$ cat config.mk
export PLATFORM = sky130hd
export DESIGN_NAME = lsq_entry_buffer
export DESIGN_NICKNAME = d
export VERILOG_FILES = /design/src/rtl/lsq_entry_buffer.sv
export SDC_FILE = /design/constraint.sdc
export NUM_CORES = 1
export LEC_CHECK = 0
export CAP_MARGIN = 20
export CORE_ASPECT_RATIO = 0.75
export CORE_UTILIZATION = 54
export DETAILED_ROUTE_END_ITERATION = 10
export PLACE_DENSITY = 0.85
export RECOVER_POWER = 25
export SYNTH_ARGS = -nofsm -noshare
export SYNTH_HDL_FRONTEND = slang
export SYNTH_SLANG_ARGS = --single-unit
$ cat constraint.sdc
create_clock -name clk -period 6.9 [get_ports clk]
set_clock_uncertainty 0.15 [all_clocks]
set_input_delay 1.725 -clock clk [delete_from_list [all_inputs] [get_ports clk]]
set_output_delay 1.725 -clock clk [all_outputs]
set_load 0.05 [all_outputs]
$ cat src/rtl/lsq_entry_buffer.sv
// Circular load/store queue entry storage indexed by ROB tag, feeding lsq_forward_unit.
// Optional misaligned-address tracking is enabled with `define LSQ_MISALIGN_CHECK_EN.
`ifndef ROB_SIZE
`define ROB_SIZE 8
`endif
`ifndef ROB_SIZE_WIDTH
`define ROB_SIZE_WIDTH 3
`endif

package lsq_pkg;
    typedef enum logic [1:0] {
        no_mem_op = 2'd0,
        mem_read  = 2'd1,
        mem_write = 2'd2
    } memory_op_t;
endpackage

module lsq_entry_buffer
    import lsq_pkg::*;
#(
    parameter int DEPTH  = `ROB_SIZE,
    parameter int IDX_W  = `ROB_SIZE_WIDTH,
    parameter int ADDR_W = 32,
    parameter int DATA_W = 32
) (
    input  logic                           clk,
    input  logic                           reset_n,
    input  logic                           alloc_valid,
    input  logic [IDX_W-1:0]               alloc_tag,
    input  memory_op_t                     alloc_op,
    output logic                           alloc_ready,
    output logic                           alloc_err,
    input  logic                           addr_valid,
    input  logic [IDX_W-1:0]               addr_tag,
    input  logic [ADDR_W-1:0]              addr_value,
    input  logic                           data_valid,
    input  logic [IDX_W-1:0]               data_tag,
    input  logic [DATA_W-1:0]              data_value,
    input  logic                           lookup_valid,
    input  logic [IDX_W-1:0]               lookup_tag,
    input  logic [ADDR_W-1:0]              lookup_addr,
    input  logic                           commit_valid,
    input  logic                           flush_valid,
    output logic [DEPTH-1:0]               hit_address_indices,
    output memory_op_t [DEPTH-1:0]         req_op_indices,
    output logic [DEPTH-1:0][DATA_W-1:0]   store_data_indices,
    output logic [DEPTH-1:0]               data_ready_indices,
    output logic [IDX_W-1:0]               lookup_tag_q,
    output logic                           lookup_valid_q,
`ifdef LSQ_MISALIGN_CHECK_EN
    output logic                           misalign_pulse,
    output logic [IDX_W-1:0]               misalign_tag,
`endif
    output logic [IDX_W-1:0]               fill_ptr,
    output logic [IDX_W-1:0]               head_ptr,
    output logic [IDX_W:0]                 count
);

    logic [DEPTH-1:0]        valid_q;
    logic [DEPTH-1:0]        addr_vld_q;
    logic [DEPTH-1:0]        data_vld_q;
    logic [DEPTH-1:0]        mis_excl;
    memory_op_t              op_q   [DEPTH];
    logic [ADDR_W-1:2]       addr_q [DEPTH];
    logic [DATA_W-1:0]       data_q [DEPTH];
    logic [DEPTH-1:0]        hit_nxt;

    logic alloc_fire, alloc_mis, commit_fire, addr_fire, data_fire;

    assign alloc_ready = (count != (IDX_W+1)'(DEPTH));

    // Flush suppresses every other state update in the same cycle.
    assign alloc_fire  = alloc_valid & alloc_ready & (alloc_tag == fill_ptr) & ~flush_valid;
    assign alloc_mis   = alloc_valid & alloc_ready & (alloc_tag != fill_ptr) & ~flush_valid;
    assign commit_fire = commit_valid & (count != '0) & ~flush_valid;
    assign addr_fire   = addr_valid & valid_q[addr_tag] & ~flush_valid;
    assign data_fire   = data_valid & valid_q[data_tag] & ~flush_valid;

`ifdef LSQ_MISALIGN_CHECK_EN
    logic [DEPTH-1:0] misalign_q;
    assign mis_excl = misalign_q;
`else
    logic unused_low_bits;
    assign unused_low_bits = ^addr_value[1:0];
    assign mis_excl = '0;
`endif

    always_comb begin
        hit_nxt = '0;
        for (int i = 0; i < DEPTH; i++) begin
            hit_nxt[i] = lookup_valid & valid_q[i] & addr_vld_q[i] & ~mis_excl[i]
                       & (addr_q[i] == lookup_addr[ADDR_W-1:2])
                       & (IDX_W'(i) != lookup_tag);
        end
    end

    always_comb begin
        req_op_indices     = '{default: no_mem_op};
        store_data_indices = '0;
        data_ready_indices = '0;
        for (int i = 0; i < DEPTH; i++) begin
            req_op_indices[i]     = valid_q[i] ? op_q[i] : no_mem_op;
            store_data_indices[i] = data_q[i];
            data_ready_indices[i] = valid_q[i] & data_vld_q[i];
        end
    end

    // Control state: entry flags, pointers, registered lookup result
    always_ff @(posedge clk or negedge reset_n) begin
        if (!reset_n) begin
            valid_q             <= '0;
            addr_vld_q          <= '0;
            data_vld_q          <= '0;
            fill_ptr            <= '0;
            head_ptr            <= '0;
            count               <= '0;
            hit_address_indices <= '0;
            lookup_valid_q      <= 1'b0;
            lookup_tag_q        <= '0;
            alloc_err           <= 1'b0;
        end else if (flush_valid) begin
            valid_q             <= '0;
            fill_ptr            <= '0;
            head_ptr            <= '0;
            count               <= '0;
            hit_address_indices <= '0;
            lookup_valid_q      <= 1'b0;
            lookup_tag_q        <= '0;
            alloc_err           <= 1'b0;
        end else begin
            if (addr_fire) addr_vld_q[addr_tag] <= 1'b1;
            if (data_fire) data_vld_q[data_tag] <= 1'b1;
            // Allocation is written last so it overrides a same-tag address/data write.
            if (alloc_fire) begin
                valid_q[alloc_tag]    <= 1'b1;
                addr_vld_q[alloc_tag] <= 1'b0;
                data_vld_q[alloc_tag] <= 1'b0;
            end
            if (commit_fire) valid_q[head_ptr] <= 1'b0;
            fill_ptr <= fill_ptr + IDX_W'(alloc_fire);
            head_ptr <= head_ptr + IDX_W'(commit_fire);
            case ({alloc_fire, commit_fire})
                2'b10:   count <= count + 1'b1;
                2'b01:   count <= count - 1'b1;
                default: count <= count;
            endcase
            hit_address_indices <= hit_nxt;
            lookup_valid_q      <= lookup_valid;
            lookup_tag_q        <= lookup_tag;
            alloc_err           <= alloc_mis;
        end
    end

`ifdef LSQ_MISALIGN_CHECK_EN
    always_ff @(posedge clk or negedge reset_n) begin
        if (!reset_n) begin
            misalign_q     <= '0;
            misalign_pulse <= 1'b0;
            misalign_tag   <= '0;
        end else if (flush_valid) begin
            misalign_q     <= '0;
            misalign_pulse <= 1'b0;
        end else begin
            if (addr_fire) misalign_q[addr_tag] <= |addr_value[1:0];
            if (alloc_fire) misalign_q[alloc_tag] <= 1'b0;
            misalign_pulse <= addr_fire & (|addr_value[1:0]);
            misalign_tag   <= addr_tag;
        end
    end
`endif

    // Entry payload: no reset, qualified by the control flags above
    always_ff @(posedge clk) begin
        if (alloc_fire) op_q[alloc_tag]  <= alloc_op;
        if (addr_fire)  addr_q[addr_tag] <= addr_value[ADDR_W-1:2];
        if (data_fire)  data_q[data_tag] <= data_value;
    end

endmodule

==> run_results.csv, run 1 <==
group,metric,value,unit
placed_design,post-dp-hpwl,40800,microns
critical_path,crit_family,"buffers and inverters",
critical_path,worstPathRequired,7.17,ns
clock_network,clk_pin_slew,0.07,ns
sta,hold_viol_final,0,
global_routing,track_usage,0.294,
critical_path,cp_max_fo,23,
power_and_ir_drop,p_per_area,247,mW/mm^2
worst_hold_path,min_to,"addr_vld_q[1]$_DFFE_PN0N_",
worst_hold_path,min_path_cells,1,
synthesis,avgSynthCellArea,18.3,sq um
critical_path,cp.arrival,4.81,ns
critical_path,worst_path_max_delay_cell,"clkdlybuf4s50_1",
floorplanning,die_area,0.0392,sq mm
synthesis,synth-edff-count,512,
outcome,outcome,"finished with violations",
sta,rsz0062_at_grt,"no",
floorplanning,dieWidth,228,microns
synthesis,yosysMostFrequentCell,"edfxtp_1",
clock_network,cts_buffers,50,
sta,fin_crit_sh,0.658,
critical_path,cp_cell_sequence,"clkdlybuf4s50_1 -> inv_1 -> and3_4 -> a21oi_4 -> xor2_1 -> ha_1 -> inv_1 -> nor2_1 -> and4_1 -> a311oi_1 -> o221ai_1",
clock_network,root_buffer,"clkbuf_16",
global_routing,grt_overflow,0,
global_routing,grt_pass1_vias,11800,
global_routing,grt_max_degree,48,
drt,detail_route.wl_per_cell,27.8,microns
worst_hold_path,hold_class,"flop to flop",
critical_path,path_buf_inv,3,
critical_path,ff2ff_path_depth,10,
sta,slew_viol_final,48,
final_layout,layout.nets,1700,
final_layout,final_cells,2123,
synthesis,synthDistinctLibCells,57,
clock_network,cts_sinks,559,
synthesis,synth-seq-cells,559,
clock_network,cts_tree,"done",
critical_path,path_class,"input port to flop",
placed_design,place_congestion,0.919,
drt,drc,0,
sta,finalSetupViolCount,0,
synthesis,synth_common_cells,"edfxtp_1, xor2_1, xnor2_1",
power_and_ir_drop,ir_drop,0.184,mV
final_layout,fillCellCount,2164,
power_and_ir_drop,p_leak,9.08,nW
floorplanning,rows,61,
sta,fin_tns_setup,0,ns
sta,worst_pin_slew,2.74,ns
synthesis,syn_inst,1131,
final_layout,final_util,0.724,
clock_network,post_cts_buffers,0,
final_layout,drive_gt1_frac,0.0730,
synthesis,syn_nets,1255,
drt,detail_route.first_pass.iterations,5,
floorplanning,io_pins,422,
critical_path,timing.rr.start,"count[1]$_DFFE_PN0P_",
clock_network,post_cts_resized,0,
floorplanning,initial_core_util,0.554,
run,maxCapViolCount,1,
drt,postRouteAntennaNets,0,
placed_design,portBuffers,417,
sta,min_period,4.54,ns
critical_path,r2r_slack,3.94,ns
critical_path,start_kind,"input port",
critical_path,cpMostUsedCell,"inv_1",
placed_design,post_dp_cell_area,0.0256,sq mm
drt,viasPerCell,5.79,
clock_network,ctsLongestPathBuffers,3,
synthesis,synth_warnings,0,
synthesis,synth_top_area_share,0.741,
synthesis,ys.flop_type,"edfxtp_1",
clock_network,clock_latency,0.57,ns
global_routing,grt_antenna_before_repair,7,
global_routing,grt_pass1_wl,81900,microns
placed_design,dp_cells,2025,
final_layout,syn_to_final_growth,30.7,%
clock_network,cts_max_level,2,
drt,wirelength,59100,microns
final_layout,design_area,0.0271,sq mm
sta,slew_headroom,-0.825,
clock_network,hold_buffers,0,
placed_design,pre_cts_ws,1.96,ns
drt,num_vias,12300,
synthesis,yosysTopAreaCell,"edfxtp_1",
critical_path,crit_path_max_incr_delay,1.12,ns
worst_hold_path,worstHoldStart,"addr_vld_q[1]$_DFFE_PN0N_",
sta,fmax,220,MHz
synthesis,syn_area,0.0207,sq mm
synthesis,async_reset_ff_frac,0.0841,
critical_path,reg2reg_to,"count[2]$_DFFE_PN0P_",
drt,drtIter0Drc,1332,
synthesis,seq_area_frac_synth,0.798,
synthesis,synthTopCellsByArea,"edfxtp_1, dfrtp_1, xor2_1",
sta,setup_ws,2.36,ns
outcome,violations,"max-capacitance violations, max-slew violations",
floorplanning,core_area,0.0375,sq mm
floorplanning,die_y,172,microns
critical_path,setup.worst_path.end_class,"flop",
layout make-up:
| class | instances | area [sq um] | area share |
|---|---|---|---|
| repair buffers | 436 | 4340 | 0.160 |
| diodes | 3 | 7.51 | 0.000277 |
| flip-flops and latches | 559 | 16600 | 0.610 |
| well taps | 504 | 631 | 0.0232 |
| inverters | 19 | 73.8 | 0.00272 |
| clock inverters | 23 | 165 | 0.00609 |
| multi-input cells | 510 | 4020 | 0.148 |
| clock buffers | 69 | 1340 | 0.0495 |
cells in the final DEF, fill, tap and decap left out, types with 14 or more instances in the layout:
master,Yosys,final
dlygate4sd3_1,0,41
and2_1,25,25
nor4_1,38,37
clkbuf_1,36,18
buf_4,0,15
nand4_1,40,40
inv_1,17,17
nor2b_1,14,14
xor2_1,125,125
clkbuf_16,0,50
edfxtp_1,512,512
dfrtp_1,47,47
xnor2_1,123,123
clkdlybuf4s50_1,0,375
where the power goes:
part	internal [mW]	leakage [nW]	switching [mW]
clock network	1.41	0.736	1.21
logic	0.129	3.11	0.225
registers	3.71	5.24	0.0118
total	5.24	9.08	1.45
through the flow:
stage	hold WS [ns]	total power, mW
detailed placement	0.322	4.14
floorplan	0.302	3.95
global route	0.350	6.84
finish	0.343	6.69
CTS	0.345	6.69
global placement	0.318	4.13
worst reg2reg max path, delay by kind of cell, from the launching register on:
| kind | cells | cell delay (ns) |
|---|---|---|
| compound gates | 3 | 0.71 |
| flops | 1 | 0.49 |
| buf+inv | 1 | 0.09 |
| fa+ha+maj | 1 | 0.20 |
| xor+xnor | 1 | 0.09 |
| simple gates | 4 | 1.08 |
metal layers:
layer	share of wire	routed length, microns	track usage	vias to the layer above
met1	0.38	22200	0.393	6257
met3	0.097	5760	0.0686	136
met4	0.038	2260	0.113	2
met2	0.49	28900	0.474	770
met5	0.00022	13	0	-
li1	-	-	-	5126
flip-flops by register name (all words and copies together) (netlist names):
signal and count:
lookup_valid_q 1, fill_ptr 3, lookup_tag_q 3, hit_address_indices 8, op_q 16, data_q 256
valid_q 8, head_ptr 3, addr_q 240, alloc_err 1, data_vld_q 8, addr_vld_q 8
count 4
worst max path at each step:
stage	startpoint	to	slack [ns]	cells after the start
after CTS	flush_valid	count[2]$_DFFE_PN0P_	2.47	11
after global routing	flush_valid	count[2]$_DFFE_PN0P_	2.22	11
after global placement	flush_valid	data_q[7][30]$_DFFE_PP_	2.05	5
after detailed placement	flush_valid	count[2]$_DFFE_PN0P_	1.96	11
final	flush_valid	count[2]$_DFFE_PN0P_	2.36	11
after floorplan	data_tag[2]	data_q[0][0]$_DFFE_PP_	0.70	5
cells by family (layout without fill, tap and decap cells):
family	Yosys count	after routing	synth area share
muxes	6	6	0.00308
xor gates and xnor gates	248	248	0.105
and+or+nand+nor	199	199	0.0599
AOI/OAI and AO/OA	51	51	0.0186
DFF	559	559	0.798
adders and majority gates	6	6	0.00362
other	0	3	0
buffers and inverters	62	547	0.0122
No activity file was read; power rests on OpenSTA's default activity.
==> inputs of run 2 (changes only) <==
- CORE_UTILIZATION: 54 -> 46
- PLACE_DENSITY: 0.85 -> 0.78
- clock period: 6.9 -> 3.81 ns (I/O delays scaled with it)
==> run_results.csv, run 2 (synthesized netlist as in run 1, its figures left out) <==
group,metric,value,unit
critical_path,path_depth,2,
critical_path,cp_max_fo,9,
final_layout,syn_to_final_growth,34.6,%
clock_network,clk_pin_slew,0.06,ns
sta,fin_crit_sh,0.908,
final_layout,top_register,"data_q",
drt,drtIter0Drc,936,
floorplanning,dieWidth,247,microns
critical_path,cp_cell_sequence,"or4b_4 -> clkdlybuf4s50_1",
drt,postRouteAntennaNets,0,
global_routing,grt_antenna_before_repair,6,
drt,wirelength,58600,microns
global_routing,track_usage,0.252,
sta,fmax,289,MHz
global_routing,grt_pass1_wl,81600,microns
floorplanning,core_area,0.0439,sq mm
sta,min_period,3.46,ns
drt,detail_route.first_pass.iterations,9,
power_and_ir_drop,ir_drop,0.353,mV
floorplanning,die_area,0.0460,sq mm
clock_network,root_buffer,"clkbuf_16",
sta,fin_tns_setup,0,ns
final_layout,multi_input_area,0.00404,sq mm
power_and_ir_drop,p_leak,9.43,nW
critical_path,worstPathRequired,2.71,ns
critical_path,crit_path_max_incr_delay,0.71,ns
sta,slew_viol_final,0,
final_layout,layout.nets,1746,
critical_path,worst_path_max_delay_cell,"clkdlybuf4s50_1",
power_and_ir_drop,p_per_area,450,mW/mm^2
outcome,violations,"design-rule violations",
outcome,outcome,"finished with violations",
sta,rsz0062_at_grt,"no",
worst_hold_path,worstHoldStart,"data_vld_q[3]$_DFFE_PN0N_",
critical_path,path_class,"flop to output port",
clock_network,cts_max_level,2,
floorplanning,initial_core_util,0.472,
worst_hold_path,min_path_cells,1,
sta,worst_pin_slew,1.34,ns
clock_network,cts_sinks,559,
clock_network,clock_latency,0.60,ns
final_layout,seqCellArea,0.0166,sq mm
critical_path,cp.arrival,2.36,ns
floorplanning,io_pins,422,
final_layout,final_common_cell,"edfxtp_1",
final_layout,fillCellCount,3050,
drt,detail_route.wl_per_cell,26.1,microns
worst_hold_path,hold_class,"flop to flop",
placed_design,dp_cells,2145,
final_layout,drive_gt1_frac,0.101,
clock_network,post_cts_buffers,0,
run,maxCapViolCount,0,
sta,hold_viol_final,0,
global_routing,grt_overflow,0,
final_layout,final_cell_mix,"edfxtp_1, clkdlybuf4s50_1, xor2_1",
critical_path,setup.worst_path.end_class,"output port",
drt,drc,33,
floorplanning,die_y,186,microns
final_layout,final_cells,2248,
clock_network,cts_tree,"done",
drt,viasPerCell,5.36,
final_layout,top_regs,"data_q: 256 flops, addr_q: 240 flops, op_q: 16 flops",
critical_path,timing.rr.start,"count[1]$_DFFE_PN0P_",
placed_design,portBuffers,417,
global_routing,grt_pass1_vias,11800,
critical_path,startpoint,"count[1]$_DFFE_PN0P_",
placed_design,post-dp-hpwl,41400,microns
critical_path,path_buf_inv,1,
floorplanning,rows,66,
sta,hold_ws,0.334,ns
critical_path,crit_family,"buffers and inverters",
global_routing,grt_max_degree,48,
clock_network,ctsLongestPathBuffers,3,
final_layout,largest_reg_flops,256,
clock_network,cts_buffers,52,
sta,slew_headroom,0.108,
sta,finalSetupViolCount,0,
drt,num_vias,12000,
power_and_ir_drop,finalPower,12.5,mW
clock_network,post_cts_resized,0,
clock_network,hold_buffers,0,
critical_path,ff2ff_path_depth,10,
critical_path,start_kind,"flop",
placed_design,place_congestion,0.869,
## run 2: cell types whose count changed in the layout (fill, tap and decap cells not counted), moves of 4 or more
cell and change:
buf_4 +33, clkbuf_1 -10, bufinv_16 +4, clkinv_1 +8, clkinv_2 -4, buf_12 +11
## run 2: per-layer routing
| layer | wire length [microns] | part of all wire | GRT usage | up-vias |
|---|---|---|---|---|
| met3 | 5390 | 0.092 | 0.0557 | 97 |
| met1 | 21900 | 0.37 | 0.314 | 6047 |
| met2 | 29300 | 0.50 | 0.432 | 680 |
| li1 | - | - | - | 5223 |
| met5 | 0 | 0 | 0 | - |
| met4 | 1990 | 0.034 | 0.0918 | 0 |
## run 2: metrics by stage
stage          worst slack, ns  instance area, sq um  utilization
2_1_floorplan           0.0798                 20800            -
3_3_place_gp             0.108                 26200        0.596
3_5_place_dp            0.0352                 26200        0.596
4_1_cts                  0.328                 27900        0.635
5_1_grt                  0.300                 27900        0.635
6_report                 0.349                 27900        0.635
## run 2: final cells by class
cell class              count  share of cell area
diodes                      6            0.000538
clock inverters            36              0.0136
flip-flops and latches    559               0.593
repair buffers            480               0.172
multi-input cells         510               0.145
inverters                  19             0.00264
well taps                 578              0.0259
clock buffers              60              0.0477
## run 2: path summary, 6_finish.rpt
path | endpoint | slack (ns)
max in group asynchronous | hit_address_indices[7]$_DFF_PN0_ | 2.09
min | data_vld_q[3]$_DFFE_PN0N_ | 0.33
min reg2reg | data_vld_q[3]$_DFFE_PN0N_ | 0.33
max | alloc_ready | 0.35
max reg2reg | count[2]$_DFFE_PN0P_ | 1.07
min in group asynchronous | count[3]$_DFFE_PN0P_ | 0.58
## run 2: power by group
group | switching [mW] | internal (mW)
combinational | 0.399 | 0.255
clock | 2.28 | 2.88
sequential | 0.0191 | 6.71
total | 2.70 | 9.85
==> patch: new RTL, flow settings as in run 2 <==
Add a define of `LSQ_MISALIGN_CHECK_EN`.
--- a/src/rtl/lsq_entry_buffer.sv
+++ b/src/rtl/lsq_entry_buffer.sv
@@ -1,4 +1,6 @@
 // Circular load/store queue entry storage indexed by ROB tag, feeding lsq_forward_unit.
 // Optional misaligned-address tracking is enabled with `define LSQ_MISALIGN_CHECK_EN.
+`define LSQ_MISALIGN_CHECK_EN
+
 `ifndef ROB_SIZE
 `define ROB_SIZE 8
Formal check against the unedited RTL (old outputs only; new: misalign_pulse and misalign_tag): not equivalent (a bounded check fails within 4 cycles, from zero or initial values and one cycle with reset_n low).
==> patch against run 2 <==
The run ends with max-capacitance violations, max-slew violations left; first-iteration DRC count rose by 22%; synthesized cell count rose by 4.3%; worst setup slack improved by 0.033 ns; largest power group unchanged; routed wire length rose by 3.5%; critical path depth did not move; sequential cell count rose by 12; total power rose by 2.5%; via count rose by 4.1%; count of clock-buffer cells in the layout rose by 1; sequential share of layout area fell by 0.39 points; design area rose by 2.5%; synthesized area rose by 2.3%; cell count rose by 3.3%.
==> patch: results <==
INSERT INTO impl_metrics (metric_group, metric, value, unit) VALUES
('synthesis', 'yosysUniqueCellTypes', '61', ''),
('run_status', 'status', 'finished, violations left', ''),
('setup_path', 'worst-r2r-cell-count', '7', ''),
('placed_design', 'dpl_worst_slack', '0.289', 'ns'),
('final_layout', 'antenna-diode-count', '1', ''),
('final_layout', 'number_of_non_clock_buffers_in_the_layout', '499', ''),
('sta', 'report.final.slew_viol_count', '60', ''),
('global_route', 'grt_start_max_net_pins', '60', ''),
('synthesis', 'async_reset_ff_share', '10.3', '%'),
('synthesis', 'synthesis.instances', '1180', ''),
('route', 'routed_via_density', '5.40', ''),
('setup_path', 'crit_fanout', '7', ''),
('flow_run', 'max_cap_viol_count', '1', ''),
('setup_path', 'worst_r2r_endpoint', 'count[3]', ''),
('run_status', 'violations_in_the_final_reports', 'max-capacitance violations, max-slew violations', ''),
('synthesis', 'synth_sequential_area_ratio', '79.4', '%'),
('setup_path', 'timing.reg2reg.setup_slack', '0.97', 'ns'),
('synthesis', 'synth.cells.most_frequent', '512 x edfxtp_1, 162 x xnor2_1, 85 x xor2_1', ''),
('final_layout', 'seq_cells', '571', ''),
('global_route', 'global_route.usage.total', '25.6', '%');
==> patch: changes by cell type in the layout (fill, tap and decap cells not counted), sizes merged, moves of 6 or more <==
cell	run 2	this run
xor2	125	85
xnor2	123	162
nor2	20	57
buf	63	76
dfrtp	47	59
nand2	12	20
nand4	40	48
a2111oi	2	9
clkdlybuf4s50	375	382
inv	24	17
nand3b	7	1
==> patch: per-layer routing <==
| metal | up-vias | global-route usage, % | part of all wire [%] |
|---|---|---|---|
| met2 | 706 | 41.6 | 48 |
| met1 | 6283 | 33.5 | 38 |
| met3 | 111 | 6.55 | 10 |
| met5 | - | 0 | 0.045 |
| met4 | 4 | 9.16 | 3.4 |
| li1 | 5440 | - | - |
==> patch: cell families after synthesis <==
group	count (synthesis)	share of synthesized area [%]
adder cells (fa/ha/maj)	6	0.354
XOR/XNOR	247	10.2
flip-flops	571	79.4
AO/OA/AOI/OAI	57	2.14
buffers and inverters	52	0.955
AND/OR/NAND/NOR	238	6.44
multiplexers	9	0.484
